`src/rtl/softmax_n.sv`:
```
// softmax_n: N-class fixed-point softmax over a serial valid/ready stream.
//   Scores arrive one per accept (class index = arrival order). After a frame
//   of N_CLASS scores the running max is subtracted, exp is approximated by a
//   base-2 LUT, the sum is accumulated, and one probability per class is
//   produced by a restoring divider.
// Ports:
//   clk, reset (async, active-low)
//   in_valid/in_ready/in_data      : signed Q(IN_W-FRAC).FRAC scores
//   out_valid/out_ready/out_data   : unsigned Q0.OUT_W probability
//   out_index, out_last            : class index, final class of frame
//   busy                           : high unless idle in LOAD with no scores held
// Optional: define SOFTMAX_ARGMAX_EN to add out_argmax (first index of the max).
module softmax_n #(
  parameter int N_CLASS = 4,
  parameter int IN_W    = 16,
  parameter int FRAC    = 8,
  parameter int OUT_W   = 16,
  localparam int IDX_W  = (N_CLASS > 1) ? $clog2(N_CLASS) : 1
) (
  input  logic             clk,
  input  logic             reset,
  input  logic             in_valid,
  output logic             in_ready,
  input  logic [IN_W-1:0]  in_data,
  output logic             out_valid,
  input  logic             out_ready,
  output logic [OUT_W-1:0] out_data,
  output logic [IDX_W-1:0] out_index,
  output logic             out_last,
`ifdef SOFTMAX_ARGMAX_EN
  output logic [IDX_W-1:0] out_argmax,
`endif
  output logic             busy
);

  localparam int SUM_W  = 16 + $clog2(N_CLASS) + 1;
  localparam int REM_W  = SUM_W + 1;
  localparam int PROD_W = IN_W + 19;
  localparam int DC_W   = $clog2(OUT_W + 1);
  localparam logic [IDX_W-1:0] LAST_IDX = IDX_W'(N_CLASS - 1);
  localparam logic [DC_W-1:0]  DIV_LAST = DC_W'(OUT_W);
  localparam logic signed [IN_W-1:0]   MOST_NEG = {1'b1, {(IN_W-1){1'b0}}};
  // log2(e) in Q.16
  localparam logic signed [PROD_W-1:0] LOG2E = PROD_W'(94548);

  typedef enum logic [1:0] {LOAD, EXP, DIV, OUT} state_t;

  state_t                  state;
  logic [IDX_W-1:0]        cnt;
  logic [IDX_W-1:0]        idx;
  logic signed [IN_W-1:0]  max_r;
  logic signed [IN_W-1:0]  score_buf [N_CLASS];
  logic [15:0]             e_buf [N_CLASS];
  logic [SUM_W-1:0]        sum;
  logic [REM_W-1:0]        rem;
  logic [OUT_W-1:0]        quo;
  logic [DC_W-1:0]         div_cnt;
`ifdef SOFTMAX_ARGMAX_EN
  logic [IDX_W-1:0]        arg_r;
`endif

  function automatic logic [15:0] exp_lut(input logic [3:0] f);
    logic [15:0] v;
    case (f)
      4'd0:  v = 16'd32768;
      4'd1:  v = 16'd34219;
      4'd2:  v = 16'd35734;
      4'd3:  v = 16'd37316;
      4'd4:  v = 16'd38968;
      4'd5:  v = 16'd40693;
      4'd6:  v = 16'd42495;
      4'd7:  v = 16'd44376;
      4'd8:  v = 16'd46341;
      4'd9:  v = 16'd48393;
      4'd10: v = 16'd50535;
      4'd11: v = 16'd52773;
      4'd12: v = 16'd55109;
      4'd13: v = 16'd57549;
      4'd14: v = 16'd60097;
      default: v = 16'd62757;
    endcase
    return v;
  endfunction

  // exp path for class idx: t = floor(d*log2e), k = integer part, f = top fraction nibble
  logic signed [IN_W:0]       d_w;
  logic signed [PROD_W-1:0]   d_ext;
  logic signed [PROD_W-1:0]   prod;
  logic signed [PROD_W-1:0]   t_fix;
  logic signed [PROD_W-1:0]   k_neg;
  logic signed [PROD_W-1:0]   k_val;
  logic [3:0]                 f_idx;
  logic [15:0]                e_val;

  always_comb begin
    d_w   = {score_buf[idx][IN_W-1], score_buf[idx]} - {max_r[IN_W-1], max_r};
    d_ext = PROD_W'(d_w);
    prod  = d_ext * LOG2E;
    t_fix = prod >>> 16;
    k_neg = t_fix >>> FRAC;
    k_val = -k_neg;
    f_idx = t_fix[FRAC-1 -: 4];
    e_val = (|k_val[PROD_W-1:4]) ? '0 : (exp_lut(f_idx) >> k_val[3:0]);
  end

  // restoring divider step; the first of OUT_W+1 steps yields the 2^OUT_W bit
  logic             rem_ge;
  logic [REM_W-1:0] rem_diff;
  logic [OUT_W:0]   quo_next;

  always_comb begin
    rem_ge   = rem >= {1'b0, sum};
    rem_diff = rem_ge ? (rem - {1'b0, sum}) : rem;
    quo_next = {quo, rem_ge};
  end

  always_comb begin
    busy = (state != LOAD) || (cnt != '0);
  end

  always_ff @(posedge clk or negedge reset) begin
    if (!reset) begin
      state     <= LOAD;
      in_ready  <= 1'b1;
      out_valid <= 1'b0;
      out_data  <= '0;
      out_index <= '0;
      out_last  <= 1'b0;
      cnt       <= '0;
      idx       <= '0;
      max_r     <= MOST_NEG;
      sum       <= '0;
      rem       <= '0;
      quo       <= '0;
      div_cnt   <= '0;
      for (int unsigned j = 0; j < N_CLASS; j++) begin
        score_buf[j] <= '0;
        e_buf[j]     <= '0;
      end
`ifdef SOFTMAX_ARGMAX_EN
      arg_r      <= '0;
      out_argmax <= '0;
`endif
    end else begin
      unique case (state)
        LOAD: begin
          if (in_valid && in_ready) begin
            score_buf[cnt] <= in_data;
            if ($signed(in_data) > max_r) begin
              max_r <= in_data;
`ifdef SOFTMAX_ARGMAX_EN
              arg_r <= cnt;
`endif
            end
            if (cnt == LAST_IDX) begin
              cnt      <= '0;
              idx      <= '0;
              sum      <= '0;
              in_ready <= 1'b0;
              state    <= EXP;
`ifdef SOFTMAX_ARGMAX_EN
              out_argmax <= ($signed(in_data) > max_r) ? cnt : arg_r;
`endif
            end else begin
              cnt <= cnt + 1'b1;
            end
          end
        end
        EXP: begin
          e_buf[idx] <= e_val;
          sum        <= sum + SUM_W'(e_val);
          if (idx == LAST_IDX) begin
            idx     <= '0;
            // with one class, e_buf[0] is being written on this same edge
            rem     <= REM_W'((N_CLASS == 1) ? e_val : e_buf[0]);
            quo     <= '0;
            div_cnt <= '0;
            state   <= DIV;
          end else begin
            idx <= idx + 1'b1;
          end
        end
        DIV: begin
          rem <= rem_diff << 1;
          quo <= quo_next[OUT_W-1:0];
          if (div_cnt == DIV_LAST) begin
            out_data  <= quo_next[OUT_W] ? '1 : quo_next[OUT_W-1:0];
            out_valid <= 1'b1;
            out_index <= idx;
            out_last  <= (idx == LAST_IDX);
            state     <= OUT;
          end else begin
            div_cnt <= div_cnt + 1'b1;
          end
        end
        OUT: begin
          if (out_ready) begin
            out_valid <= 1'b0;
            out_last  <= 1'b0;
            if (idx == LAST_IDX) begin
              idx      <= '0;
              max_r    <= MOST_NEG;
              sum      <= '0;
              in_ready <= 1'b1;
              state    <= LOAD;
`ifdef SOFTMAX_ARGMAX_EN
              arg_r    <= '0;
`endif
            end else begin
              idx     <= idx + 1'b1;
              rem     <= REM_W'(e_buf[idx + 1'b1]);
              quo     <= '0;
              div_cnt <= '0;
              state   <= DIV;
            end
          end
        end
      endcase
    end
  end

endmodule

```
`config.mk`:
```
export PLATFORM = sky130hd
export DESIGN_NAME = softmax_n
export DESIGN_NICKNAME = d
export VERILOG_FILES = /design/src/rtl/softmax_n.sv
export SDC_FILE = /design/constraint.sdc
export NUM_CORES = 1
export LEC_CHECK = 0
export ABC_AREA = 1
export CORE_ASPECT_RATIO = 0.75
export CORE_MARGIN = 1
export CORE_UTILIZATION = 30
export DETAILED_ROUTE_END_ITERATION = 7
export GPL_ROUTABILITY_DRIVEN = 0
export SLEW_MARGIN = 30
export SYNTH_ARGS = -nofsm -noshare
export SYNTH_HDL_FRONTEND = slang
export SYNTH_SLANG_ARGS = --single-unit
export TNS_END_PERCENT = 30
```
`constraint.sdc`:
```
create_clock -name clk -period 11.25 [get_ports clk]
set_input_delay 2.25 -clock clk [delete_from_list [all_inputs] [get_ports clk]]
set_output_delay 2.25 -clock clk [all_outputs]
set_load 0.02 [all_outputs]
```
==> impl_metrics.json, run 1 <==
{
  "drv.max_cap_violation_count": 0,
  "hold_start": "score_buf[25]",
  "crit_path_max_incr_delay_ns": 0.57,
  "post_synth_mux_area_share": 0.000540,
  "timing.max_slew.rel_slack": 0.401,
  "i_o_buffers": 41,
  "syn_nets": 3193,
  "path_common_cell": "sky130_fd_sc_hd__nand2_1",
  "core_area_mm2": 0.0686,
  "ys_seq_elements": 231,
  "synth_largest_area_cell": "sky130_fd_sc_hd__dfrtp_1",
  "setup.reg_to_reg.worst_slack_ns": 0.55,
  "1st_iter_drt_viols": 1400,
  "critical_path_required_ns": 11.66,
  "clock_tree.htree_level_count": 1,
  "synth.yosys.warnings": 0,
  "finalHoldViolCount": 0,
  "grt_use_total": 0.159,
  "synth-async-reset-ratio": 1.00,
  "synth_enable_flop_cells": 0,
  "worst_hold_path.endpoint": "score_buf[25]",
  "setup_tns_ns": 0,
  "synthXorXnorAreaFrac": 0.0294,
  "postSynth.topFlopCell": "sky130_fd_sc_hd__dfrtp_1",
  "synth.avg_cell_area_um2": 7.25,
  "cts_inserted_buffers": 23,
  "first_pass_iters": 6,
  "starting_density": 0.304,
  "synth_compound_area_frac": 0.146,
  "maxSlewViolCount": 0,
  "synth_adder_area_share": 0.206,
  "die_area_mm2": 0.0706,
  "synthTopCellsByCount": "sky130_fd_sc_hd__nand2_1, sky130_fd_sc_hd__inv_1, sky130_fd_sc_hd__dfrtp_1",
  "worst_r2r_startpoint": "idx[0]",
  "crit_path_top_delay_cell": "sky130_fd_sc_hd__fa_2",
  "category_of_the_worst_setup_path_launch_point": "flip-flop",
  "synth-simple-area-share": 0.225,
  "reg2regPathDepth": 61,
  "syn_area_mm2": 0.0209,
  "timing.final.crit_share": 0.951,
  "crit_path_max_fanout": 32,
  "final_core_utilization": 0.360,
  "fin_nets": 3286,
  "clk_latency_ns": 0.54,
  "num_rows": 83,
  "worstHoldPathCells": 2,
  "worstMarginPinSlew_ns": 0.892,
  "die_w_um": 306,
  "ctsRootBufferMaster": "sky130_fd_sc_hd__clkbuf_16",
  "ys_types": 51,
  "finalClockSkew_ns": 0.0154,
  "routed_wire_length_per_instance_um": 14.8,
  "grt.overflow.total": 0,
  "area_growth_pct": 18.5,
  "clock.fmax_mhz": 93.5,
  "vias": 18637,
  "maximum_number_of_pins_on_one_net_before_global_route_repair": 103,
  "totalWireLength_um": 58000,
  "numClockSinks": 231,
  "grt_pass1_wl_um": 92100,
  "cts_tree": "done",
  "worstPathArrival_ns": 11.10,
  "reg2reg_to": "sum[12]",
  "worst_hold_path_type": "reg2reg",
  "worstSetupPathType": "reg2reg",
  "drtAntennaViolNets": 0,
  "drive_gt1_frac": 0.133,
  "insertedDiodeCount": 0,
  "finalSetupViolCount": 0,
  "first_global_vias": 17103,
  "drc": 0,
  "synth.area.top_cells": "sky130_fd_sc_hd__dfrtp_1, sky130_fd_sc_hd__ha_1, sky130_fd_sc_hd__nand2_1",
  "post-synth-top-count-cell": "sky130_fd_sc_hd__nand2_1",
  "cts.reportedPaths.clkPinSlew_ns": 0.07,
  "final_period_minus_worst_setup_slack_ns": 10.70,
  "io_pins": 42,
  "synthesis.instances": 2878,
  "dp_hpwl_um": 43900,
  "vias_per_cell": 4.75,
  "clockBufferDepth": 3,
  "top_cell_type_s_share_of_synthesized_area": 0.275,
  "outcome": "finished clean",
  "end_kind": "flip-flop",
  "cts_hold_bufs": 0,
  "main_combinational_cell_family_by_area_after_synthesis": "simple AND/OR/NAND/NOR gates",
  "grt_antenna_before_repair": 1,
  "synth-seq-area-share": 0.277,
  "fp.dieH_um": 230
}
[how the worst max path moves through the flow]
| stage | startpoint | slack [ns] | end | cells after the start |
|---|---|---|---|---|
| 3_3_place_gp | idx[0] | -0.07 | sum[17] | 65 |
| 3_5_place_dp | idx[0] | -0.24 | sum[17] | 65 |
| 5_1_grt | idx[0] | -0.28 | sum[12] | 65 |
| 4_1_cts | idx[0] | 0.0006 | sum[17] | 60 |
| 2_1_floorplan | idx[0] | 0.01 | sum[14] | 68 |
| 6_report | idx[0] | 0.55 | sum[12] | 61 |
[cells in the final DEF (no fill, tap or decap), types with 76 or more instances in the layout]
master                    count
sky130_fd_sc_hd__inv_1      544
sky130_fd_sc_hd__nand2_1    542
sky130_fd_sc_hd__dfrtp_1    228
sky130_fd_sc_hd__o21ai_0    202
sky130_fd_sc_hd__nand3_1    197
sky130_fd_sc_hd__a21oi_1    196
sky130_fd_sc_hd__ha_1       190
sky130_fd_sc_hd__nor2_1     139
sky130_fd_sc_hd__buf_4       95
sky130_fd_sc_hd__fa_1        76
[flip-flops by register name, summed over array words and instances (netlist names)]
signal     cells
max_r         16
cnt            2
score_buf     64
out_data      16
idx            2
sum           19
quo           16
div_cnt        5
in_ready       1
out_last       1
e_buf         64
out_index      2
out_valid      1
rem           20
state          2
[kinds of logic after synthesis]
group	Yosys count
compound gates	549
fa+ha+maj	295
xor+xnor	70
buf+inv	646
flops	231
simple gates	1086
mux	1
[critical path: cells and delay by family (launching register included)]
kind | cells | cell delay (ns)
AO/OA/AOI/OAI | 9 | 1.25
XOR/XNOR | 1 | 0.15
adder cells (fa/ha/maj) | 11 | 4.10
buffers and inverters | 10 | 1.08
flip-flops | 1 | 0.44
AND/OR/NAND/NOR | 30 | 3.52
[routing by layer]
metal,track usage,vias to the layer above,share of wire
met1,0.258,8688,0.53
met4,0.0242,0,0.013
li1,-,9421,-
met2,0.225,469,0.40
met3,0.0179,59,0.050
met5,0,-,0
[final cells by class]
type / count / area [um2]
Timing Repair Buffer: 147 / 1310
Clock buffer: 28 / 604
Fill cell: 7185 / 43900
Inverter: 567 / 2140
Sequential cell: 231 / 5780
Clock inverter: 13 / 173
Multi-Input combinational cell: 2001 / 13500
Tap cell: 935 / 1170
[through the flow]
stage          instance area (um2)  setup WS [ns]  cells  hold slack [ns]
4_1_cts                      23600       0.000615   3892            0.484
6_report                     24700          0.555   3922            0.478
3_5_place_dp                 22800         -0.237   3851            0.467
3_3_place_gp                 22800        -0.0712   3851            0.461
5_1_grt                      24700         -0.278   3922            0.502
2_1_floorplan                20900         0.0118   2878            0.448
[timing repair]
| action | 4_1_cts | 5_1_grt |
|---|---|---|
| cloned | 0 | 1 |
| buffers inserted | 0 | 28 |
| endpoints found under the hold margin | 0 | 0 |
| resized for setup | 10 | 211 |
| endpoints found under the setup margin | 5 | 14 |
| pin swaps | 0 | 86 |
Power of run 1 is not shown: default switching activity piles up to over one toggle a cycle in this logic, so the estimate is an artifact.
==> run 2, diff against run 1 <==
--- a/config.mk
+++ b/config.mk
@@ -11,6 +11,7 @@
 export CORE_UTILIZATION = 30
 export DETAILED_ROUTE_END_ITERATION = 7
 export GPL_ROUTABILITY_DRIVEN = 0
+export SETUP_SLACK_MARGIN = 0.05
 export SLEW_MARGIN = 30
 export SYNTH_ARGS = -nofsm -noshare
 export SYNTH_HDL_FRONTEND = slang
==> impl_metrics.json, run 2 (synthesis gave the netlist of run 1 again) <==
{
  "insertedDiodeCount": 0,
  "drive_gt1_frac": 0.144,
  "fp.dieH_um": 230,
  "finalHoldViolCount": 0,
  "totalWireLength_um": 58800,
  "worst_hold_slack_ns": 0.479,
  "layout_common_cells": "sky130_fd_sc_hd__nand2_1, sky130_fd_sc_hd__inv_1, sky130_fd_sc_hd__dfrtp_1",
  "dpl-instance-area_mm2": 0.0229,
  "grt_pass1_wl_um": 93300,
  "routed_wire_length_per_instance_um": 14.9,
  "maxSlewViolCount": 0,
  "num_rows": 83,
  "worst_hold_path_type": "reg2reg",
  "1st_iter_drt_viols": 1392,
  "timing.final.crit_share": 0.941,
  "reg2reg_to": "sum[12]",
  "crit_path_max_fanout": 6,
  "highest_layer": "met4",
  "crit_path_max_incr_delay_ns": 0.58,
  "area.sequential_mm2": 0.00578,
  "starting_density": 0.304,
  "core_area_mm2": 0.0686,
  "i_o_buffers": 41,
  "met3WireLength_um": 3290,
  "worstMarginPinSlew_ns": 0.935,
  "multi_input_comb_area_mm2": 0.0137,
  "layout.filler_cells": 7176,
  "io_pins": 42,
  "first_pass_iters": 5,
  "end_kind": "flip-flop",
  "worst_hold_path.endpoint": "score_buf[42]",
  "grt_antenna_before_repair": 1,
  "worstSetupPathType": "reg2reg",
  "outcome": "finished clean",
  "worstHoldPathCells": 2,
  "cts.reportedPaths.clkPinSlew_ns": 0.07,
  "crit_path_top_delay_cell": "sky130_fd_sc_hd__fa_2",
  "critical_path_required_ns": 11.67,
  "worstPathArrival_ns": 11.00,
  "final_period_minus_worst_setup_slack_ns": 10.58,
  "clock.fmax_mhz": 94.5,
  "grt_use_total": 0.162,
  "post-route-cell-area_mm2": 0.0250,
  "category_of_the_worst_setup_path_launch_point": "flip-flop",
  "first_global_vias": 17295,
  "drc": 0,
  "cts_tree": "done",
  "drv.max_cap_violation_count": 0,
  "worst_r2r_startpoint": "idx[0]",
  "wl_met1_um": 31300,
  "clockBufferDepth": 3,
  "vias": 18765,
  "setup.reg_to_reg.worst_slack_ns": 0.67,
  "maximum_number_of_pins_on_one_net_before_global_route_repair": 119,
  "largest_registers": "e_buf: 64 flops, score_buf: 64 flops, rem: 20 flops",
  "cts_hold_bufs": 0,
  "reg2regPathDepth": 67,
  "final_common_cell": "sky130_fd_sc_hd__nand2_1",
  "finalSetupViolCount": 0,
  "drtAntennaViolNets": 0,
  "fin_nets": 3308,
  "clk_latency_ns": 0.55,
  "finalClockSkew_ns": 0.0130,
  "numClockSinks": 231,
  "vias_per_cell": 4.76,
  "die_w_um": 306,
  "dp_hpwl_um": 44400,
  "ctsRootBufferMaster": "sky130_fd_sc_hd__clkbuf_16",
  "die_area_mm2": 0.0706,
  "final_core_utilization": 0.365,
  "area_growth_pct": 20.0,
  "grt.overflow.total": 0,
  "hold_start": "score_buf[42]",
  "timing.max_slew.rel_slack": 0.377,
  "cts_inserted_buffers": 23,
  "clock_tree.htree_level_count": 1,
  "routed-wl-met2_um": 23400
}
## run 2: worst max-delay path by stage
stage                      start       to  cells after the start
after floorplan           idx[0]  sum[14]                     68
after global placement    idx[0]  sum[17]                     61
after detailed placement  idx[0]  sum[17]                     61
after CTS                 idx[0]  sum[18]                     63
after global routing      idx[0]  sum[14]                     70
final                     idx[0]  sum[12]                     67
## run 2: final cells by class
cell class / instances / share of cell area
Multi-Input combinational cell: 2001 / 0.546
Clock buffer: 32 / 0.0252
Tap cell: 935 / 0.0468
Sequential cell: 231 / 0.231
Timing Repair Buffer: 169 / 0.0621
Inverter: 567 / 0.0854
Clock inverter: 6 / 0.00390
## run 2: timing repair
item | in CTS | in global routing
buffers inserted | 0 | 30
cloned | 0 | 4
pin swaps | 1 | 86
hold endpoints to repair | 0 | 0
setup endpoints to repair | 4 | 15
resized for setup | 1 | 250
## run 2: routing by layer
layer | global-route usage | vias to the layer above
li1 | - | 9489
met1 | 0.261 | 8778
met2 | 0.226 | 446
met3 | 0.0235 | 52
met4 | 0.0217 | 0
met5 | 0 | -
## run 2: worst max-delay path, delay by kind of cell, from the launching register on
family                   cells  cell delay [ns]
buffers and inverters       12             1.07
AO/OA/AOI/OAI               12             1.41
flip-flops                   1             0.47
AND/OR/NAND/NOR             32             3.53
adder cells (fa/ha/maj)     10             3.73
XOR/XNOR                     1             0.15
## run 2: stage by stage
stage               TNS (ns)  instances  setup slack (ns)
floorplan                  0       2878            0.0869
global placement           0       3868             0.150
detailed placement         0       3868            0.0226
global route          -0.198       3941           -0.0635
finish                     0       3941             0.666
CTS                        0       3906            0.0528
Power of run 2 is left out for the same reason.
